## src/rtl/led_pkg.sv

```systemverilog
// Shared types and seed helper for the LED pattern scheduler.
package led_pkg;

  typedef enum logic [1:0] {
    MODE_ENDS  = 2'd0,
    MODE_SCAN  = 2'd1,
    MODE_COUNT = 2'd2,
    MODE_FILL  = 2'd3
  } mode_t;

  typedef enum logic {
    DIR_UP = 1'b0,
    DIR_DN = 1'b1
  } dir_t;

  localparam int MAX_W = 64;

  // Callers truncate the result to their own bank width.
  function automatic logic [MAX_W-1:0] seed_f(
    input mode_t m,
    input int    w = 16
  );
    logic [MAX_W-1:0] s;
    s = '0;
    case (m)
      MODE_ENDS: s = MAX_W'(1) << (w - 1);
      MODE_SCAN: s = MAX_W'(1);
      default:   s = '0;
    endcase
    return s;
  endfunction

endpackage

```

## src/rtl/led_prescaler.sv

```systemverilog
// Step-rate prescaler: free-runs while enabled, parked at zero otherwise.
module led_prescaler
  import led_pkg::*;
#(
  parameter int TICK_DIV = 33554432
) (
  input  logic clk,
  input  logic rst,
  input  logic en,
  input  logic clr,
  output logic tick
);

  localparam int CW = $clog2(TICK_DIV);
  localparam logic [CW-1:0] LAST = CW'(TICK_DIV - 1);

  logic [CW-1:0] cnt_q, cnt_d;

  assign tick = en & (cnt_q == LAST);

  always_comb begin
    cnt_d = cnt_q + CW'(1);
    if (!en || clr || tick) cnt_d = '0;
  end

  always_ff @(posedge clk or posedge rst) begin
    if (rst) cnt_q <= '0;
    else     cnt_q <= cnt_d;
  end

endmodule

```

## src/rtl/led_pattern_scheduler.sv

```systemverilog
// Mode-selectable LED pattern sequencer with prescaled or single-step advance.
module led_pattern_scheduler
  import led_pkg::*;
#(
  parameter int WIDTH    = 16,
  parameter int TICK_DIV = 33554432
) (
  input  logic             clk,
  input  logic             rst,
  input  logic [1:0]       mode,
  input  logic             mode_load,
  input  logic             run,
  input  logic             step,
  output logic [WIDTH-1:0] led,
  output logic             step_tick,
  output logic [1:0]       mode_q
);

  localparam logic [WIDTH-1:0] TOP = {1'b1, {(WIDTH-1){1'b0}}};
  localparam logic [WIDTH-1:0] ONE = WIDTH'(1);

  mode_t            mode_cur_q, mode_cur_d;
  dir_t             dir_q, dir_d;
  logic [WIDTH-1:0] led_q, led_d, nxt;
  dir_t             nxt_dir;
  logic             tick_q, tick_d;
  logic             pre_tick, adv;

  led_prescaler #(.TICK_DIV(TICK_DIV)) u_pre (
    .clk  (clk),
    .rst  (rst),
    .en   (run),
    .clr  (mode_load),
    .tick (pre_tick)
  );

  assign adv = run ? pre_tick : step;

  always_comb begin
    nxt     = led_q;
    nxt_dir = dir_q;
    case (mode_cur_q)
      MODE_ENDS: nxt = (led_q == TOP) ? ONE : TOP;
      MODE_SCAN: begin
        // Bounce turns around on the end bit so it is shown only once.
        if (dir_q == DIR_UP) begin
          if (led_q[WIDTH-1]) begin
            nxt     = led_q >> 1;
            nxt_dir = DIR_DN;
          end else begin
            nxt = led_q << 1;
            if (nxt[WIDTH-1]) nxt_dir = DIR_DN;
          end
        end else begin
          if (led_q[0]) begin
            nxt     = led_q << 1;
            nxt_dir = DIR_UP;
          end else begin
            nxt = led_q >> 1;
            if (nxt[0]) nxt_dir = DIR_UP;
          end
        end
      end
      MODE_COUNT: nxt = led_q + ONE;
      default:    nxt = (&led_q) ? '0 : {led_q[WIDTH-2:0], 1'b1};
    endcase
  end

  always_comb begin
    mode_cur_d = mode_cur_q;
    dir_d      = dir_q;
    led_d      = led_q;
    tick_d     = 1'b0;
    if (mode_load) begin
      mode_cur_d = mode_t'(mode);
      led_d      = WIDTH'(seed_f(mode_t'(mode), WIDTH));
      dir_d      = DIR_UP;
    end else if (adv) begin
      led_d  = nxt;
      dir_d  = nxt_dir;
      tick_d = 1'b1;
    end
  end

  always_ff @(posedge clk or posedge rst) begin
    if (rst) begin
      mode_cur_q <= MODE_ENDS;
      dir_q      <= DIR_UP;
      led_q      <= TOP;
      tick_q     <= 1'b0;
    end else begin
      mode_cur_q <= mode_cur_d;
      dir_q      <= dir_d;
      led_q      <= led_d;
      tick_q     <= tick_d;
    end
  end

  assign led       = led_q;
  assign step_tick = tick_q;
  assign mode_q    = mode_cur_q;

endmodule

```

## config.mk

```make
export PLATFORM = sky130hd
export DESIGN_NAME = led_pattern_scheduler
export DESIGN_NICKNAME = d
export VERILOG_FILES = /design/src/rtl/led_pkg.sv /design/src/rtl/led_prescaler.sv /design/src/rtl/led_pattern_scheduler.sv
export SDC_FILE = /design/constraint.sdc
export NUM_CORES = 1
export LEC_CHECK = 0
export CORE_MARGIN = 2
export CORE_UTILIZATION = 40
export DETAILED_ROUTE_END_ITERATION = 16
export PLACE_DENSITY_LB_ADDON = 0.3
export SLEW_MARGIN = 20
export SYNTH_ARGS = -nofsm -noshare
export SYNTH_HDL_FRONTEND = slang
export SYNTH_SLANG_ARGS = --single-unit
```

## constraint.sdc

```tcl
create_clock -name clk -period 2.3 [get_ports clk]
set_input_delay 0.46 -clock clk [delete_from_list [all_inputs] [get_ports clk]]
set_output_delay 0.46 -clock clk [all_outputs]
set_load 0.01 [all_outputs]
```

Word level (Yosys, flattened, before mapping)
Cells that the tools add are included.

storage, ports and cells
  register bits = 45
  output and inout port bits = 19
  logic and storage cells = 43
  bits of input ports = 7

cells by class
  reduce and logical (&&, ||, !) cells = 9
  eq/ne operators = 5
  add/subtract/negate cells = 2
  bitwise gates (word level) = 1
  mux-type cells = 21

operator list
  cell                                                             count
  16-bit 2-to-1 mux                                                7
  16-bit one-hot mux with 3 select lines                           1
  16-bit one-hot mux with 2 select lines                           1
  25-bit by 1-bit adder with 25-bit output, second input constant  1
  25-bit == test, second input constant                            1
  25-bit 2-to-1 mux                                                1
  16-bit by 1-bit adder with 16-bit output, second input constant  1
  16-bit == test, second input constant                            1
  16-bit AND reduction                                             1
  1-bit 2-to-1 mux                                                 11
  2-bit by 1-bit == test with 1-bit output, second input constant  2
  2-bit logical NOT                                                2
  2-bit nonzero test                                               2
  2-bit == test, second input constant                             1
  1-bit logical OR                                                 2
  2-bit AND reduction                                              1
  1-bit bitwise AND                                                1
  1-bit logical NOT                                                1

Longest topological paths before layout
Gate-level depths: netlist of the first run.

  depth after elaboration = 6
  depth in mapped cells = 9
  mapped depth without buffers = 8

Cells and area by module
A second synthesis of the first run with hierarchy kept.

second synthesis, totals
  cells, all modules = 345
  area, all modules = 3,070.4 um2

by module, submodules not included
  module                 cells an instance  instances  seq. area each (um2)  area an instance (um2)
  led_pattern_scheduler  210                1          501.7                 1,786.7
  led_prescaler          135                1          625.6                 1,283.7

Worst setup path after synthesis of the first run
No wires, ideal clock.

  path type = reg-to-reg
  start = register led_q[1] (netlist: led[1])
  end = register led_q[12] (netlist: led[12])
  path buffers = 1
  stages on the path, launching flop included = 9
  required time = 2,166 ps
  slack = 323 ps
  setup time = 134 ps
  period minus slack after synthesis = 1,977 ps
  arrival = 1,844 ps
  cell sequence = dfrtp_1 ha_1 nand3_1 nor4_4 a21oi_2 buf_6 a221o_1 nand2_1 a21oi_1

on the way
  word-level cells in the longest chain between the ends = 5
  elaborated cells on any way between the ends = 6
  classes of those cells = 1 x add/sub; 4 x mux; 1 x reduce/logical

RTL lines
  what                                                                                              RTL line                     source
  start, declared                                                                                   led_pattern_scheduler.sv:24  logic [WIDTH-1:0] led_q, led_d, nxt;
  start signal, assigned                                                                            led_pattern_scheduler.sv:94  led_q <= led_d;
  parallel branches: the longest is 2 deep, another holds 16-bit by 1-bit adder with 16-bit output  -
  16-bit one-hot mux with 3 select lines (*)                                                        led_pattern_scheduler.sv:42  case (mode_cur_q)
  16-bit 2-to-1 mux (*)                                                                             led_pattern_scheduler.sv:78  end else if (adv) begin
  16-bit 2-to-1 mux (*)                                                                             led_pattern_scheduler.sv:74  if (mode_load) begin

Every way passes the cells marked *. The select of a mux whose other input is x is not followed.
A chain may end at the register's enable or synchronous reset.

Worst setup path in the final report of the first run
  start = register u_pre.cnt_q[0]
  end = register led_q[15] (netlist: led[15])

on the way
  word-level cells in the longest chain between the ends = 4

RTL lines
  what                          RTL line                     source
  start, declared               led_prescaler.sv:17          logic [CW-1:0] cnt_q, cnt_d;
  start signal, assigned        led_prescaler.sv:28          else cnt_q <= cnt_d;
  25-bit == test                led_prescaler.sv:19          assign tick = en & (cnt_q == LAST);
  1-bit bitwise AND             led_prescaler.sv:19
  1-bit 2-to-1 mux              led_pattern_scheduler.sv:37  assign adv = run ? pre_tick : step;
  2-bit nonzero test (no line)  -

Every way passes these cells.

==> summary.log, run 1 <==
INFO  final_layout   area_added_between_synthesis_and_finish=19.2%
INFO  detailed_routing firstDrtPassIters=5
INFO  clock_network  insertion_delay=0.30ns
INFO  placement      place_congestion=0.829
INFO  global_routing number_of_antenna_violations_at_the_first_check_in_global_routing=0
INFO  die            design.core.area=0.00672mm2
INFO  worst_setup_path launching_point_of_the_worst_reg2reg_path=u_pre.cnt_q[0]$_DFF_PP0_
INFO  clock_network  tritoncts=yes
INFO  run            cap_viol_max_count=0
INFO  die            fp.dieW=87.0um
INFO  timing         timing_max_transition_violations_final=0
INFO  detailed_routing routedWlPerCell=14.7um
INFO  synth          synth_seq_cells=45
INFO  global_routing overflow=0
INFO  detailed_routing route.final.wire_length=6.20mm
INFO  final_layout   antenna_cells_inserted=0
INFO  synth          ys_dominant_reg_cell=dfrtp_1
INFO  clock_network  cts_resized=0
INFO  synth          ys_warn_count=0
INFO  placement      hpwl_after_detailed_placement=4.38mm
INFO  worst_hold_path holdCritPathClass=in -> async
INFO  clock_network  clk_pin_slew_worst_paths=0.09ns
INFO  synth          synthesis.instances=307
INFO  synth          synth.net_count=318
INFO  pwr            leakage_power_summed_over_all_cells=1.33nW
INFO  timing         timing.hold.ws=0.450ns
INFO  detailed_routing via_total_after_detailed_routing=2,325
INFO  worst_setup_path timing.reg2reg.setup_slack=0.17ns
INFO  detailed_routing antenna_violating_nets_post_route=0
INFO  worst_setup_path crit_path_cell_trace=ha_1 > and2_2 > nand4_1 > nor4_4 > a31o_2 > buf_12 > nor3b_1 > a211o_1
INFO  timing         clock-skew-final=0.0163ns
INFO  synth          synth_async_sr_flop_share=100%
INFO  timing         report.final.hold_viol_count=0
INFO  detailed_routing starting_drc_count_in_detailed_routing=188
INFO  synth          syn_avg_cell_area=8.97um2
INFO  worst_setup_path critical_path_required=2.54ns
INFO  global_routing largest_net_degree_at_the_start_of_global_routing=26
INFO  timing         final_cycle_share=92.7%
INFO  worst_setup_path r2r.worst_path.cells=8
INFO  clock_network  clock_tree.buffer_depth=2
INFO  worst_setup_path timing.critical_path.arrival=2.37ns
INFO  worst_setup_path critical_path.reg2reg.endpoint=led[15]$_DFFE_PP1P_
INFO  synth          synth.yosys.seq_area_share=41.0%
INFO  final_layout   stdcell_count=421
INFO  detailed_routing via_per_inst=5.52
INFO  die            fp.dieArea=0.00756mm2
INFO  worst_setup_path critical-path-max-stage-delay=0.42ns
INFO  worst_setup_path critical_path_buf_inv_count=1
INFO  die            number_of_placed_i_o_pins=26
INFO  synth          count_of_flip_flops_with_a_built_in_enable_after_synthesis=0
INFO  worst_setup_path timing.critical_path.slowest_stage_cell=dfrtp_1
INFO  global_routing grt_pass1_wl=10.6mm
INFO  synth          netlist-cell-type-count=51
INFO  worst_setup_path path_class=reg -> reg
INFO  timing         worst-slew-pin-transition=0.564ns
INFO  worst_setup_path setup.worst_path.end_class=flip-flop
INFO  worst_setup_path worstSetupStartpointType=flip-flop
INFO  synth          synth.cell_area=0.00275mm2
INFO  die            initial_utilization=41.0%
INFO  global_routing first_global_vias=2,255
INFO  placement      dp_cells=413
INFO  pwr            powerDensity=527mW/mm2
INFO  timing         fin_crit=2.13ns
INFO  timing         report.final.setup_viol=0
INFO  detailed_routing route.detailed.drc=0
INFO  clock_network  htree_num_levels=2
INFO  timing         grt_setup_unrepaired=true
INFO  timing         achievable-frequency=469MHz
INFO  clock_network  clock-sinks=45
INFO  worst_setup_path critical-path-top-delay-family=simple AND/OR/NAND/NOR gates
INFO  final_layout   drive_gt1_share=12.6%
INFO  clock_network  post_cts_hold_buffer_count=0
INFO  status         run_status=completed
INFO  pwr            maximum_resistive_drop_on_vdd=0.000320V
INFO  worst_setup_path crit_fanout=21
INFO  timing         timing.max_slew.rel_slack=62.4%
INFO  global_routing grt_use_total=17.5%
INFO  final_layout   finalNetCount=351
INFO  placement      place.port_buffers=25
INFO  clock_network  post_cts_setup_buffers=0
INFO  clock_network  root_buffer=clkbuf_8
INFO  clock_network  cts_inserted_buffers=5
INFO  die            num_rows=30
INFO  die            die_h=87.0um
[placed cells by master (no fill, tap or decap), types with 5 or more instances in the layout]
cell | synthesis | layout
nand2_1 | 19 | 19
dfrtp_1 | 44 | 44
nor2_1 | 55 | 55
inv_1 | 11 | 10
xor2_1 | 17 | 17
nor3_1 | 5 | 5
xnor2_1 | 14 | 14
buf_4 | 0 | 20
nand3_1 | 14 | 14
and3_1 | 9 | 9
nand4_1 | 7 | 7
a221oi_1 | 5 | 5
clkbuf_8 | 0 | 5
a211oi_1 | 12 | 12
o21ai_0 | 11 | 11
a222oi_1 | 5 | 5
a21oi_1 | 8 | 8
clkdlybuf4s50_1 | 0 | 25
[worst max path at each step]
stage,from,end,slack (ns),cells past startpoint
after global placement,u_pre.cnt_q[0]$_DFF_PP0_,dir_q$_DFFE_PP0P_,0.15,7
after detailed placement,u_pre.cnt_q[0]$_DFF_PP0_,dir_q$_DFFE_PP0P_,0.12,7
after global routing,u_pre.cnt_q[0]$_DFF_PP0_,led[7]$_DFFE_PP0P_,-0.02,8
after floorplan,led[1]$_DFFE_PP0P_,led[12]$_DFFE_PP0P_,0.32,8
final,u_pre.cnt_q[0]$_DFF_PP0_,led[15]$_DFFE_PP1P_,0.17,8
after CTS,u_pre.cnt_q[0]$_DFF_PP0_,dir_q$_DFFE_PP0P_,0.10,7
[flip-flops by register name (all words and copies together) (netlist names)]
| signal | cells |
|---|---|
| u_pre.cnt_q | 25 |
| led | 16 |
| mode_q | 2 |
| dir_q | 1 |
| step_tick | 1 |
[metrics by stage]
step	TNS (ns)	power (mW)	cell area [um2]	util, %	setup WS (ns)
2_1_floorplan	0	1.03	2750	-	0.323
3_3_place_gp	0	1.14	3160	47.0	0.154
3_5_place_dp	0	1.14	3160	47.0	0.118
4_1_cts	0	1.75	3270	48.7	0.102
5_1_grt	-0.0264	1.81	3280	48.8	-0.0215
6_report	0	1.73	3280	48.8	0.168
[layout make-up]
| type | count | area, um2 |
|---|---|---|
| fillers | 621 | 3440 |
| multi-input cells | 231 | 1480 |
| flip-flops and latches | 45 | 1130 |
| repair buffers | 46 | 420 |
| well taps | 80 | 100 |
| clock buffers | 6 | 72.6 |
| inverters | 11 | 41.3 |
| clock inverters | 2 | 38.8 |
[cells in the mapped netlist (all sizes together) (2+ instances only)]
| master | count | area, um2 |
|---|---|---|
| a31o | 2 | 17.5 |
| xor2 | 17 | 149 |
| a221oi | 5 | 43.8 |
| nor4b | 2 | 17.5 |
| and3 | 11 | 71.3 |
| nor4 | 5 | 61.3 |
| nand3b | 2 | 15.0 |
| nand4 | 7 | 43.8 |
| o31ai | 3 | 22.5 |
| a222oi | 5 | 50.1 |
| xnor2 | 14 | 123 |
| o221ai | 2 | 17.5 |
| a31oi | 4 | 31.3 |
| a211oi | 12 | 90.1 |
| a21oi | 9 | 48.8 |
| nand2 | 19 | 71.3 |
| dfrtp | 44 | 1100 |
| nor3b | 3 | 22.5 |
| or3 | 2 | 12.5 |
| ha | 4 | 50.1 |
| nand3 | 15 | 87.6 |
| buf | 10 | 68.8 |
| clkbuf | 9 | 33.8 |
| nor2 | 55 | 206 |
| nor3 | 5 | 25.0 |
| inv | 11 | 41.3 |
| and2 | 4 | 27.5 |
| o21ai | 11 | 55.1 |
[routing by layer]
metal	vias to the layer above	GRT usage (%)	part of all wire (%)
li1	1161	-	-
met1	1104	21.7	45
met2	52	31.6	51
met3	8	3.60	3.7
met4	0	3.27	0.92
met5	-	0	0
[where the power goes]
| group | switching, mW | internal, mW | total (mW) |
|---|---|---|---|
| combinational | 0.154 | 0.125 | 0.280 |
| sequential | 0.0326 | 0.813 | 0.845 |
| clock | 0.276 | 0.326 | 0.603 |
[kinds of logic (layout without fill, tap and decap cells)]
kind of cell    count (synthesis)  count (layout)  synth area share, %
fa+ha+maj                       4               4                 1.82
flops                          45              45                 41.0
buf+inv                        31              65                 5.59
xor+xnor                       31              31                 9.86
simple gates                  135             135                 25.5
mux                             1               1                0.409
compound gates                 60              60                 15.9
No activity file was read; power rests on OpenSTA's default activity.
==> run 2: changes to the inputs <==
==> constraint.sdc (replaced) <==
create_clock -name clk -period 2.25 [get_ports clk]
set_input_delay 0.45 -clock clk [delete_from_list [all_inputs] [get_ports clk]]
set_output_delay 0.45 -clock clk [all_outputs]
set_load 0.01 [all_outputs]
==> summary.log, run 2 (synthesized netlist as in run 1, its figures left out) <==
INFO  detailed_routing antenna_violating_nets_post_route=0 [unchanged]
INFO  placement      place_congestion=0.818 [-1.3%]
INFO  clock_network  htree_num_levels=2 [unchanged]
INFO  die            design.core.area=0.00672mm2 [unchanged]
INFO  final_layout   antenna_cells_inserted=0 [unchanged]
INFO  status         run_status=completed
INFO  final_layout   final_non_filler_cell_area=0.00335mm2 [+2.0%]
INFO  worst_setup_path critical_path_required=2.43ns [-0.11 ns]
INFO  pwr            netSwitchingPower=486uW [+4.8%]
INFO  die            num_rows=30 [unchanged]
INFO  final_layout   multi_input_comb_area=0.00150mm2 [+1.0%]
INFO  global_routing number_of_antenna_violations_at_the_first_check_in_global_routing=0 [unchanged]
INFO  final_layout   drive_gt1_share=14.4% [+1.8 points]
INFO  pwr            power.internal=1.30mW [+2.7%]
INFO  global_routing largest_net_degree_at_the_start_of_global_routing=46 [+77%]
INFO  final_layout   registers.top_by_ff_count=u_pre.cnt_q
INFO  final_layout   finalNetCount=357 [+1.7%]
INFO  final_layout   largest_register_ffs=25 [unchanged]
INFO  detailed_routing via_total_after_detailed_routing=2,393 [+2.9%]
INFO  global_routing grt_use_total=18.0% [+0.46 points]
INFO  worst_setup_path path_class=reg -> reg
INFO  pwr            leakage_power_summed_over_all_cells=1.36nW [+2.1%]
INFO  run            cap_viol_max_count=0 [unchanged]
INFO  worst_hold_path holdCritPathClass=in -> async
INFO  timing         report.final.hold_viol_count=0 [unchanged]
INFO  timing         clock-skew-final=0.0107ns [-0.00564 ns]
INFO  pwr            seq_power_share=48.7% [-0.2 points]
INFO  global_routing first_global_vias=2,283 [+1.2%]
INFO  detailed_routing route.detailed.drc=0 [unchanged]
INFO  clock_network  clk_pin_slew_worst_paths=0.10ns [about the same]
INFO  timing         tns=0ns [unchanged]
INFO  die            fp.dieW=87.0um [unchanged]
INFO  timing         achievable-frequency=483MHz [+2.9%]
INFO  pwr            maximum_resistive_drop_on_vdd=0.000276V [-14%]
INFO  die            number_of_placed_i_o_pins=26 [unchanged]
INFO  die            initial_utilization=41.0% [unchanged]
INFO  timing         report.final.setup_viol=0 [unchanged]
INFO  timing         final_cycle_share=92.0% [-0.65 points]
INFO  placement      postPlaceCellArea=0.00318mm2 [+0.63%]
INFO  final_layout   final_common_cell=nor2_1
INFO  clock_network  tritoncts=yes
INFO  die            fp.dieArea=0.00756mm2 [unchanged]
INFO  final_layout   mostFrequentLayoutCells=55 x nor2_1, 44 x dfrtp_1, 25 x clkdlybuf4s50_1
INFO  detailed_routing starting_drc_count_in_detailed_routing=175 [-6.9%]
INFO  worst_setup_path timing.critical_path.arrival=2.25ns [-0.12 ns]
INFO  pwr            powerDensity=533mW/mm2 [+1.3%]
INFO  detailed_routing routedWlPerCell=15.0um [+1.8%]
INFO  pwr            total_design_power=1.78mW [+3.3%]
INFO  clock_network  clock_tree.buffer_depth=2 [unchanged]
INFO  clock_network  insertion_delay=0.31ns [about the same]
INFO  final_layout   layout.filler_cells=636 [+2.4%]
INFO  detailed_routing firstDrtPassIters=6 [+1]
INFO  timing         timing.max_slew.rel_slack=61.7% [-0.68 points]
INFO  timing         fin_crit=2.07ns [-0.0609 ns]
INFO  clock_network  clock-sinks=45 [unchanged]
INFO  detailed_routing route.final.wire_length=6.41mm [+3.3%]
INFO  pwr            p_clk_share=35.1% [+0.2 points]
INFO  final_layout   area_added_between_synthesis_and_finish=21.5%
INFO  global_routing grt_pass1_wl=10.9mm [+2.2%]
INFO  detailed_routing via_per_inst=5.60 [+1.5%]
INFO  timing         timing_max_transition_violations_final=0 [unchanged]
INFO  pwr            comb_power_share=16.3% [about the same]
INFO  pwr            power_switching_share=27.2% [+0.39 points]
INFO  timing         grt_setup_unrepaired=false
INFO  clock_network  cts_inserted_buffers=5 [unchanged]
INFO  placement      hpwl_after_detailed_placement=4.42mm [+0.85%]
INFO  placement      detailedPlace.worstSlack=0.115ns [-0.00348 ns]
INFO  clock_network  post_cts_hold_buffer_count=0 [unchanged]
INFO  worst_setup_path setup.worst_path.end_class=flip-flop
INFO  final_layout   layout.area.seq=0.00113mm2 [unchanged]
INFO  placement      place.port_buffers=25 [unchanged]
INFO  clock_network  root_buffer=clkbuf_8
INFO  worst_setup_path worstSetupStartpointType=flip-flop
INFO  worst_setup_path crit_fanout=6 [-71%]
INFO  timing         worst-slew-pin-transition=0.575ns [+0.0102 ns]
INFO  die            die_h=87.0um [unchanged]
INFO  global_routing overflow=0 [unchanged]
INFO  timing         layout_setup_ws=0.179ns [+0.0109 ns]
==> run 2: changes by cell type in the layout (fill, tap and decap cells not counted) <==
cell,previous run,this run
buf_4,20,24
a31oi_2,0,1
ha_1,4,3
buf_12,1,2
ha_2,0,1
==> run 2: area by class of cell <==
cell class | instances | area share (%)
Sequential cell | 45 | 33.7
Timing Repair Buffer | 51 | 14.1
Multi-Input combinational cell | 232 | 44.7
Inverter | 11 | 1.23
Tap cell | 80 | 2.99
Clock buffer | 6 | 2.17
Clock inverter | 2 | 1.16
==> run 2: timing repair <==
action,in CTS,in global routing
setup buffers,0,4
gates resized for setup,0,2
setup endpoints to repair,0,11
endpoints found under the hold margin,0,0
==> run 2: power by group through the flow <==
| stage | logic [mW] | registers (mW) | clock network (mW) |
|---|---|---|---|
| 3_3_place_gp | 0.281 | 0.885 | 0 |
| 2_1_floorplan | 0.170 | 0.879 | 0 |
| 3_5_place_dp | 0.283 | 0.884 | 0 |
| 4_1_cts | 0.285 | 0.868 | 0.641 |
| 6_report | 0.290 | 0.869 | 0.626 |
| 5_1_grt | 0.320 | 0.875 | 0.673 |
==> run 2: metal layers <==
| metal | routed length, um | global-route usage (%) | part of all wire (%) | vias to the layer above |
|---|---|---|---|---|
| li1 | - | - | - | 1170 |
| met1 | 2940 | 23.6 | 46 | 1160 |
| met2 | 3150 | 29.7 | 49 | 57 |
| met3 | 241 | 3.41 | 3.8 | 6 |
| met4 | 70 | 6.11 | 1.1 | 0 |
| met5 | 0 | 0 | 0 | - |
==> run 2: final timing paths <==
check,slack (ns),depth (start not counted),from,end
worst max register to register,0.18,9,u_pre.cnt_q[0]$_DFF_PP0_,led[1]$_DFFE_PP0P_
worst min register to register,0.55,2,u_pre.cnt_q[4]$_DFF_PP0_,u_pre.cnt_q[4]$_DFF_PP0_
max in group asynchronous,1.49,3,rst,led[15]$_DFFE_PP1P_
min in group clk,0.55,2,u_pre.cnt_q[4]$_DFF_PP0_,u_pre.cnt_q[4]$_DFF_PP0_
worst max-delay path,0.18,9,u_pre.cnt_q[0]$_DFF_PP0_,led[1]$_DFFE_PP0P_
worst min-delay path,0.49,3,rst,led[2]$_DFFE_PP0P_
==> run 2: critical path, stage by stage (launching register included) <==
cell	delay, ns
dfrtp_1	0.37
ha_2	0.21
and2_2	0.15
nand4_1	0.16
nor4_4	0.34
buf_4	0.19
a31oi_4	0.11
buf_4	0.17
a211oi_1	0.18
a211oi_1	0.09
==> run 2: per-stage QoR <==
stage	hold slack [ns]	cells	util [%]
floorplan	0.475	307	-
global placement	0.522	414	47.3
detailed placement	0.534	414	47.3
CTS	0.498	422	49.0
global route	0.517	427	49.8
finish	0.491	427	49.8
==> run 3: changes to the inputs <==
--- a/config.mk
+++ b/config.mk
@@ -8,7 +8,7 @@
 export CORE_MARGIN = 2
 export CORE_UTILIZATION = 40
 export DETAILED_ROUTE_END_ITERATION = 16
-export PLACE_DENSITY_LB_ADDON = 0.3
+export PLACE_DENSITY_LB_ADDON = 0.25
 export SLEW_MARGIN = 20
 export SYNTH_ARGS = -nofsm -noshare
 export SYNTH_HDL_FRONTEND = slang
==> summary.log, run 3 (synthesized netlist as in run 1, its figures left out) <==
INFO  clock_network  cts_inserted_buffers=5 [unchanged]
INFO  clock_network  insertion_delay=0.31ns [about the same]
INFO  pwr            total_design_power=1.66mW [-7.1%]
INFO  status         run_status=completed
INFO  worst_setup_path r2r.worst_path.cells=8 [-1]
INFO  clock_network  clk_pin_slew_worst_paths=0.09ns [about the same]
INFO  placement      place.port_buffers=25 [unchanged]
INFO  worst_setup_path launching_point_of_the_worst_reg2reg_path=u_pre.cnt_q[0]$_DFF_PP0_
INFO  timing         timing.hold.ws=0.440ns [-0.0506 ns]
INFO  worst_setup_path setup.worst_path.end_class=flip-flop
INFO  pwr            powerDensity=500mW/mm2 [-6.3%]
INFO  clock_network  root_buffer=clkbuf_8
INFO  final_layout   postLayoutCoreUtil=49.3% [-0.45 points]
INFO  final_layout   mostFrequentLayoutCells=55 x nor2_1, 43 x dfrtp_1, 25 x clkdlybuf4s50_1, 25 x buf_4, 19 x nand2_1
INFO  global_routing grt_pass1_wl=10.8mm [-1.0%]
INFO  worst_setup_path path_class=reg -> reg
INFO  timing         report.final.setup_viol=0 [unchanged]
INFO  detailed_routing route.final.wire_length=6.55mm [+2.2%]
INFO  global_routing overflow=0 [unchanged]
INFO  final_layout   final_common_cell=nor2_1
INFO  detailed_routing via_per_inst=5.65 [+0.79%]
INFO  global_routing largest_net_degree_at_the_start_of_global_routing=26 [-43%]
INFO  worst_setup_path timing.critical_path.arrival=2.41ns [+0.16 ns]
INFO  detailed_routing via_total_after_detailed_routing=2,412 [+0.79%]
INFO  final_layout   largest_register_ffs=25 [unchanged]
INFO  die            initial_utilization=41.0% [unchanged]
INFO  global_routing grt_use_total=18.0% [+0.060 points]
INFO  final_layout   antenna_cells_inserted=0 [unchanged]
INFO  worst_setup_path timing.reg2reg.setup_slack=0.08ns [-0.09 ns]
INFO  die            number_of_placed_i_o_pins=26 [unchanged]
INFO  clock_network  htree_num_levels=2 [unchanged]
INFO  die            design.core.area=0.00672mm2 [unchanged]
INFO  global_routing first_global_vias=2,275 [-0.35%]
INFO  timing         worst-slew-pin-transition=0.562ns [-0.0130 ns]
INFO  worst_setup_path critical-path-max-stage-delay=0.45ns [+0.08 ns]
INFO  worst_setup_path crit_fanout=21 [+15]
INFO  global_routing number_of_antenna_violations_at_the_first_check_in_global_routing=0 [unchanged]
INFO  timing         achievable-frequency=462MHz [-4.3%]
INFO  final_layout   area_added_between_synthesis_and_finish=20.5%
INFO  timing         fin_crit=2.17ns [+0.0941 ns]
INFO  detailed_routing routedWlPerCell=15.3um [+2.2%]
INFO  pwr            maximum_resistive_drop_on_vdd=0.000279V [+1.1%]
INFO  timing         layout_setup_ws=0.0849ns [-0.0941 ns]
INFO  clock_network  clock_tree.buffer_depth=2 [unchanged]
INFO  die            num_rows=30 [unchanged]
INFO  timing         report.final.hold_viol_count=0 [unchanged]
INFO  worst_setup_path timing.critical_path.slowest_stage_cell=dfrtp_1
INFO  timing         grt_setup_unrepaired=true
INFO  timing         timing.max_slew.rel_slack=62.6% [+0.87 points]
INFO  die            fp.dieArea=0.00756mm2 [unchanged]
INFO  detailed_routing route.detailed.drc=0 [unchanged]
INFO  clock_network  post_cts_hold_buffer_count=0 [unchanged]
INFO  final_layout   layout.filler_cells=644 [+1.3%]
INFO  run            cap_viol_max_count=0 [unchanged]
INFO  pwr            leakage_power_summed_over_all_cells=1.35nW [-0.82%]
INFO  timing         final_cycle_share=96.2% [+4.2 points]
INFO  die            die_h=87.0um [unchanged]
INFO  worst_setup_path critical_path_buf_inv_count=1 [-1]
INFO  die            fp.dieW=87.0um [unchanged]
INFO  worst_setup_path critical_path.reg2reg.endpoint=led[15]$_DFFE_PP1P_
INFO  clock_network  tritoncts=yes
INFO  placement      dp_cells=412 [-0.48%]
INFO  detailed_routing starting_drc_count_in_detailed_routing=163 [-6.9%]
INFO  worst_setup_path crit_end=led[15]$_DFFE_PP1P_
INFO  timing         clock-skew-final=0.00679ns [-0.00388 ns]
INFO  final_layout   stdcell_count=427 [unchanged]
INFO  worst_setup_path path_depth=8 [-1]
INFO  detailed_routing antenna_violating_nets_post_route=0 [unchanged]
INFO  detailed_routing firstDrtPassIters=4 [-2]
INFO  worst_setup_path critical-path-top-delay-family=simple AND/OR/NAND/NOR gates
INFO  worst_setup_path worstSetupStartpointType=flip-flop
INFO  placement      detailedPlace.worstSlack=0.102ns [-0.0129 ns]
INFO  placement      hpwl_after_detailed_placement=4.57mm [+3.5%]
INFO  final_layout   drive_gt1_share=14.7% [+0.29 points]
INFO  worst_setup_path crit_start=u_pre.cnt_q[0]$_DFF_PP0_
INFO  worst_setup_path critical_path_required=2.49ns [+0.06 ns]
INFO  final_layout   finalNetCount=357 [unchanged]
INFO  clock_network  clock-sinks=45 [unchanged]
INFO  timing         timing_max_transition_violations_final=0 [unchanged]
INFO  placement      place_congestion=0.907 [+11%]
INFO  worst_hold_path holdCritPathClass=in -> async
INFO  worst_setup_path crit_path_cell_trace=ha_4 > and2_2 > nand4_1 > nor4_4 > a31o_2 > buf_12 > nor3b_1 > a211o_1
INFO  final_layout   registers.top_by_ff_count=u_pre.cnt_q
-- run 3: power by group --
group	internal, mW	switching [mW]
logic	0.131	0.155
registers	0.831	0.0371
clock network	0.216	0.287
-- run 3: layout make-up --
type / instances / area, um2 / share of cell area [%]
Clock buffer: 6 / 72.6 / 2.19
Clock inverter: 2 / 10.0 / 0.302
Multi-Input combinational cell: 231 / 1490 / 45.1
Tap cell: 80 / 100 / 3.02
Timing Repair Buffer: 52 / 469 / 14.2
Sequential cell: 45 / 1130 / 34.0
Inverter: 11 / 41.3 / 1.25
-- run 3: per-stage QoR --
step / cell area [um2] / TNS (ns)
floorplan: 2750 / 0
CTS: 3240 / 0
global route: 3320 / -0.286
detailed placement: 3150 / 0
finish: 3320 / 0
global placement: 3150 / 0
-- run 3: worst register-to-register path, delay by kind of cell, from the launching register on --
family / cells / cell delay [ns]
compound gates: 2 / 0.50
flops: 1 / 0.45
buf+inv: 1 / 0.15
fa+ha+maj: 1 / 0.17
simple gates: 4 / 0.84
-- run 3: worst min path at each step --
stage,from,to,depth (start not counted)
floorplan,u_pre.cnt_q[0]$_DFF_PP0_,u_pre.cnt_q[0]$_DFF_PP0_,1
global placement,u_pre.cnt_q[0]$_DFF_PP0_,u_pre.cnt_q[0]$_DFF_PP0_,1
detailed placement,u_pre.cnt_q[0]$_DFF_PP0_,u_pre.cnt_q[0]$_DFF_PP0_,1
CTS,rst,u_pre.cnt_q[3]$_DFF_PP0_,2
global route,rst,u_pre.cnt_q[1]$_DFF_PP0_,2
finish,rst,u_pre.cnt_q[3]$_DFF_PP0_,2
-- run 3: repair_timing --
action,in CTS,in global routing
buffers inserted,0,7
resized for setup,0,6
endpoints found under the setup margin,0,12
-- run 3: routing by layer --
metal	share of wire, %	global-route usage (%)	vias up
met5	0	0	-
met4	1.4	5.54	0
met3	3.9	3.32	10
met2	50	31.2	52
met1	45	22.8	1180
li1	-	-	1170
